===== src/rtl/bcd_display_scanner.sv =====
// Time-multiplexed 7-segment scanner for a packed BCD snapshot.
// Each digit gets a guard gap, leading zeros can be blanked, and invalid codes are flagged.
module bcd_display_scanner #(
   parameter int NUM_DIGITS   = 4,
   parameter int SCAN_DIV     = 1000,
   parameter int GUARD_CYCLES = 2,
   parameter int SEG_ACT_LOW  = 1
) (
   input  logic                    clk,
   input  logic                    rst_n,
   input  logic [4*NUM_DIGITS-1:0] bcd_in,
   input  logic                    load,
   input  logic                    blank_en,
   output logic [6:0]              seg,
   output logic [NUM_DIGITS-1:0]   dig_sel,
   output logic                    err,
   output logic                    frame_done
);

   localparam int P_W = $clog2(SCAN_DIV);
   localparam int D_W = $clog2(NUM_DIGITS);
   localparam logic [6:0]     SEG_OFF = (SEG_ACT_LOW != 0) ? 7'h7F : 7'h00;
   localparam logic [P_W-1:0] P_LAST  = P_W'(SCAN_DIV - 1);
   localparam logic [P_W-1:0] P_ENTER = P_W'(GUARD_CYCLES - 1);
   localparam logic [D_W-1:0] D_LAST  = D_W'(NUM_DIGITS - 1);

   typedef enum logic [0:0] {
      ST_GUARD = 1'b0,
      ST_DRIVE = 1'b1
   } state_t;

   // Active-high segment pattern {g,f,e,d,c,b,a}; non-BCD codes show a dash.
   function automatic logic [6:0] seg7_decode(input logic [3:0] nib);
      logic [6:0] pat;
      case (nib)
         4'd0:    pat = 7'h3F;
         4'd1:    pat = 7'h06;
         4'd2:    pat = 7'h5B;
         4'd3:    pat = 7'h4F;
         4'd4:    pat = 7'h66;
         4'd5:    pat = 7'h6D;
         4'd6:    pat = 7'h7D;
         4'd7:    pat = 7'h07;
         4'd8:    pat = 7'h7F;
         4'd9:    pat = 7'h6F;
         default: pat = 7'h40;
      endcase
      return pat;
   endfunction

   logic [4*NUM_DIGITS-1:0] snap_r;
   logic                    err_r;
   logic [P_W-1:0]          p_r, p_nx;
   logic [D_W-1:0]          d_r, d_nx;
   state_t                  state_r, state_nx;
   logic [6:0]              seg_r, seg_nx;
   logic [NUM_DIGITS-1:0]   dig_sel_r, dig_sel_nx;
   logic                    frame_done_r, frame_done_nx;

   logic                    p_wrap_s;
   logic                    bcd_bad_s;
   logic [3:0]              cur_nib_s;
   logic [NUM_DIGITS-1:0]   upper_zero_s;
   logic                    zero_acc_s;
   logic                    blank_s;
   logic [6:0]              drive_seg_s;

   assign seg        = seg_r;
   assign dig_sel    = dig_sel_r;
   assign err        = err_r;
   assign frame_done = frame_done_r;

   // Flag any non-BCD nibble on the incoming digits.
   always_comb begin
      bcd_bad_s = 1'b0;
      for (int i = 0; i < NUM_DIGITS; i++) begin
         bcd_bad_s = bcd_bad_s | (bcd_in[i*4 +: 4] > 4'd9);
      end
   end

   // upper_zero_s[i] is set when snapshot nibbles i..top are all zero.
   always_comb begin
      zero_acc_s   = 1'b1;
      upper_zero_s = '0;
      for (int i = NUM_DIGITS - 1; i >= 0; i--) begin
         zero_acc_s      = zero_acc_s & (snap_r[i*4 +: 4] == 4'd0);
         upper_zero_s[i] = zero_acc_s;
      end
   end

   assign p_wrap_s    = (p_r == P_LAST);
   assign cur_nib_s   = snap_r[{d_r, 2'b00} +: 4];
   assign blank_s     = blank_en & (d_r != '0) & upper_zero_s[d_r];
   assign drive_seg_s = (blank_s ? 7'h00 : seg7_decode(cur_nib_s)) ^ SEG_OFF;

   // Snapshot and error flag, updated only on load.
   always_ff @(posedge clk or negedge rst_n) begin
      if (!rst_n) begin
         snap_r <= '0;
         err_r  <= 1'b0;
      end else if (load) begin
         snap_r <= bcd_in;
         err_r  <= bcd_bad_s;
      end
   end

   // Next-state: prescaler, digit index, guard/drive phase and registered outputs.
   always_comb begin
      state_nx      = state_r;
      seg_nx        = seg_r;
      dig_sel_nx    = dig_sel_r;
      frame_done_nx = p_wrap_s & (d_r == D_LAST);

      if (p_wrap_s) begin
         p_nx = '0;
      end else begin
         p_nx = p_r + P_W'(1);
      end

      if (p_wrap_s && (d_r == D_LAST)) begin
         d_nx = '0;
      end else if (p_wrap_s) begin
         d_nx = d_r + D_W'(1);
      end else begin
         d_nx = d_r;
      end

      case (state_r)
         ST_GUARD: begin
            if (p_r == P_ENTER) begin
               state_nx   = ST_DRIVE;
               dig_sel_nx = NUM_DIGITS'(1) << d_r;
               seg_nx     = drive_seg_s;
            end else begin
               dig_sel_nx = '0;
               seg_nx     = SEG_OFF;
            end
         end
         ST_DRIVE: begin
            // Digit value is frozen for the whole drive window.
            if (p_wrap_s) begin
               state_nx   = ST_GUARD;
               dig_sel_nx = '0;
               seg_nx     = SEG_OFF;
            end else begin
               state_nx   = ST_DRIVE;
            end
         end
         default: begin
            state_nx   = ST_GUARD;
            dig_sel_nx = '0;
            seg_nx     = SEG_OFF;
         end
      endcase
   end

   // Scan state and output registers.
   always_ff @(posedge clk or negedge rst_n) begin
      if (!rst_n) begin
         p_r          <= '0;
         d_r          <= '0;
         state_r      <= ST_GUARD;
         seg_r        <= SEG_OFF;
         dig_sel_r    <= '0;
         frame_done_r <= 1'b0;
      end else begin
         p_r          <= p_nx;
         d_r          <= d_nx;
         state_r      <= state_nx;
         seg_r        <= seg_nx;
         dig_sel_r    <= dig_sel_nx;
         frame_done_r <= frame_done_nx;
      end
   end

endmodule

===== config.mk =====
export PLATFORM = sky130hd
export DESIGN_NAME = bcd_display_scanner
export DESIGN_NICKNAME = d
export VERILOG_FILES = /design/src/rtl/bcd_display_scanner.sv
export SDC_FILE = /design/constraint.sdc
export NUM_CORES = 1
export LEC_CHECK = 0
export ABC_AREA = 1
export CAP_MARGIN = 15
export CORE_MARGIN = 2
export CORE_UTILIZATION = 58
export DETAILED_ROUTE_END_ITERATION = 10
export PLACE_DENSITY = 0.84
export REMOVE_ABC_BUFFERS = 1
export SLEW_MARGIN = 20
export SYNTH_ARGS = -nofsm -noshare
export SYNTH_HDL_FRONTEND = slang
export SYNTH_SLANG_ARGS = --single-unit

===== constraint.sdc =====
create_clock -name clk -period 5.7 [get_ports clk]
set_input_delay 1.14 -clock clk [delete_from_list [all_inputs] [get_ports clk]]
set_output_delay 1.14 -clock clk [all_outputs]
set_load 0.1 [all_outputs]

==> impl_metrics.json <==
{
  "p_per_area_nw_per_um2": 243,
  "cts.clk_slew.worst_paths_ns": 0.07,
  "synth-async-reset-ratio_pct": 100,
  "design_area_um2": 2680,
  "ys_top_cells_by_area": "dfrtp_1 38%, nand2_1 14%, dfstp_2 8.1%, nor2_1 7.1%, ha_1 6.0%",
  "gp_congestion": 0.793,
  "post-cts-setup-buffer-count": 0,
  "fin_setup_tns_ns": 0,
  "grt_pass1_vias": 1838,
  "critPathBufInv": 1,
  "synth-main-ff-cell": "dfrtp_1",
  "worst_clock_skew_ns": 0.00986,
  "synth_cells": 289,
  "synth_largest_area_cell": "dfrtp_1",
  "core_area_um2": 3720,
  "die_area_um2": 4440,
  "multiInputGateArea_um2": 1030,
  "ys_seq_area_share_pct": 46.6,
  "drt_wl_total_um": 4190,
  "syn_area_per_cell_um2": 7.88,
  "maxSlewViolCount": 0,
  "synth_seq_cells": 42,
  "grt_overflow": 0,
  "num_rows": 22,
  "tritoncts": "built",
  "antenna_cells": 0,
  "grt_max_degree": 43,
  "start_kind": "flop",
  "cpPeakStageDelay_ns": 1.13,
  "path_delay_family": "buffers and inverters",
  "fp.dieH_um": 66.6,
  "yosys.area.top_type_share_pct": 38.5,
  "fillers": 302,
  "hpwl_um": 3120,
  "criticalPathCategory": "reg2out",
  "io_pins": 33,
  "vias_per_cell": 5.09,
  "wl_per_cell_um": 11.3,
  "cp-end-kind": "output port",
  "peakVddDrop_v": 0.000130,
  "seqCellArea_um2": 1060,
  "vias": 1889,
  "maxSlewHeadroom_pct": 35.0,
  "drt_first_pass_iters": 4,
  "p_clk_share_pct": 28.2,
  "clock_sinks": 42,
  "hold_ws_ns": 0.489,
  "drcViolationCount": 0,
  "fmax_ghz": 0.323,
  "drtIter0Drc": 100,
  "cap_violations": 0,
  "rsz0062_at_grt": "no",
  "placed_area_um2": 2600,
  "path_max_fanout": 2,
  "cts_root_buf": "clkbuf_8",
  "cts_hold_buf": 0,
  "internal-power_mw": 0.448,
  "grtUsageTotal_pct": 22.9,
  "fin_nets": 353,
  "area_delta_synth_final_pct": 17.8,
  "synth_edf_count": 0,
  "power_frac_seq_pct": 50.8,
  "final_core_util_pct": 72.1,
  "fin_crit_sh_pct": 54.3,
  "grt_pass1_wl_um": 7730,
  "fin_cells": 371,
  "synth_area_um2": 2280,
  "worst_slew_pin_slew_ns": 0.971,
  "antenna_left": 0,
  "initial_core_util_pct": 61.2,
  "finalHoldViolations": 0,
  "post_cts_resized": 0,
  "outcome": "finished, final reports clean",
  "place.port_buffers": 32,
  "p_switching_mw": 0.203,
  "yosys_warnings": 0,
  "finalSetupViolCount": 0,
  "h-tree-depth": 2,
  "cp.required_ns": 4.56,
  "setup_ws_ns": 2.60,
  "clock_latency_ns": 0.30,
  "leakage_nw": 1.29,
  "die_w_um": 66.6,
  "finalCriticalPeriod_ns": 3.10,
  "crit_chain": "clkdlybuf4s50_1",
  "pre_cts_slack_ns": 2.91,
  "dpl.cell_count": 363,
  "cts.path.max_buffers": 2,
  "p_total_mw": 0.651,
  "worst_path_max_delay_cell": "clkdlybuf4s50_1",
  "synth_cell_types": 27,
  "hold_class": "reg2reg",
  "swShare_pct": 31.2,
  "cts-buffers-inserted": 5,
  "antenna_found_initial": 0,
  "drive_gt1_share_pct": 9.60,
  "combinationalPowerShare_pct": 20.9,
  "critPathArrivalTime_ns": 1.96
}
[cells in the mapped netlist (2+ instances only)]
library cell and n:
nand2_2 5, xor2_1 5, dfrtp_1 35, dfstp_2 7
o21ai_0 17, ha_1 11, nor2_1 43, nand3_2 3
inv_1 30, nand3_1 19, nor3_2 2, a21oi_1 6
inv_2 4, nand4_1 3, nand2_1 87
[sequential cells by signal (all words and copies together) (netlist names)]
name        count
d_r             2
dig_sel         4
err             1
frame_done      1
p_r            10
seg             7
snap_r         16
state_r         1
[placed cells by master, fill, tap and decap left out]
master / instances
nand2_1: 87
nor2_1: 43
dfrtp_1: 35
clkdlybuf4s50_1: 31
inv_1: 30
nand3_1: 19
o21ai_0: 17
ha_1: 11
dfstp_2: 7
a21oi_1: 6
xor2_1: 5
nand2_2: 5
clkbuf_8: 5
inv_2: 4
nand3_2: 3
nand4_1: 3
clkbuf_1: 3
nor3_2: 2
a32oi_1: 1
clkinv_4: 1
or2_2: 1
nand2_4: 1
o21ai_1: 1
nand3_4: 1
buf_2: 1
[layer usage]
| layer | track usage [%] | wire length (um) | vias up |
|---|---|---|---|
| li1 | - | - | 962 |
| met1 | 26.3 | 1900 | 883 |
| met2 | 40.8 | 2070 | 35 |
| met3 | 4.05 | 120 | 9 |
| met4 | 11.0 | 104 | 0 |
| met5 | 0 | 0 | - |
[path summary, 6_finish.rpt]
kind / from / to / slack, ns / depth (start not counted)
min in group asynchronous: rst_n / p_r[5]$_DFF_PN0_ / 0.96 / 1
setup / recovery: seg[6]$_DFFE_PN1P_ / seg[6] / 2.60 / 1
max in group asynchronous: rst_n / snap_r[7]$_DFFE_PN0P_ / 4.17 / 1
hold reg to reg: err$_DFFE_PN0P_ / err$_DFFE_PN0P_ / 0.49 / 2
hold / removal: err$_DFFE_PN0P_ / err$_DFFE_PN0P_ / 0.49 / 2
setup reg to reg: d_r[0]$_DFFE_PN0P_ / seg[3]$_DFFE_PN1P_ / 3.65 / 10
[final cells by class]
class	instances	area share [%]
Timing Repair Buffer	32	11.8
Inverter	35	5.09
Sequential cell	42	39.5
Clock buffer	8	2.99
Multi-Input combinational cell	206	38.4
Tap cell	48	2.24
[logic make-up (layout without fill, tap and decap cells)]
| family | Yosys count | after routing | share of synthesized area [%] |
|---|---|---|---|
| AND/OR/NAND/NOR | 165 | 165 | 31.6 |
| flip-flops | 42 | 42 | 46.6 |
| buffers and inverters | 41 | 75 | 8.25 |
| AO/OA/AOI/OAI | 25 | 25 | 5.66 |
| adder cells (fa/ha/maj) | 11 | 11 | 6.05 |
| XOR/XNOR | 5 | 5 | 1.92 |
[power by group through the flow]
stage	Combinational, mW	Clock (mW)	Sequential [mW]
global route	0.148	0.201	0.334
detailed placement	0.137	0	0.337
finish	0.136	0.184	0.331
floorplan	0.0398	0	0.391
global placement	0.135	0	0.336
CTS	0.138	0.188	0.331
(Power assumes the default switching activity.)
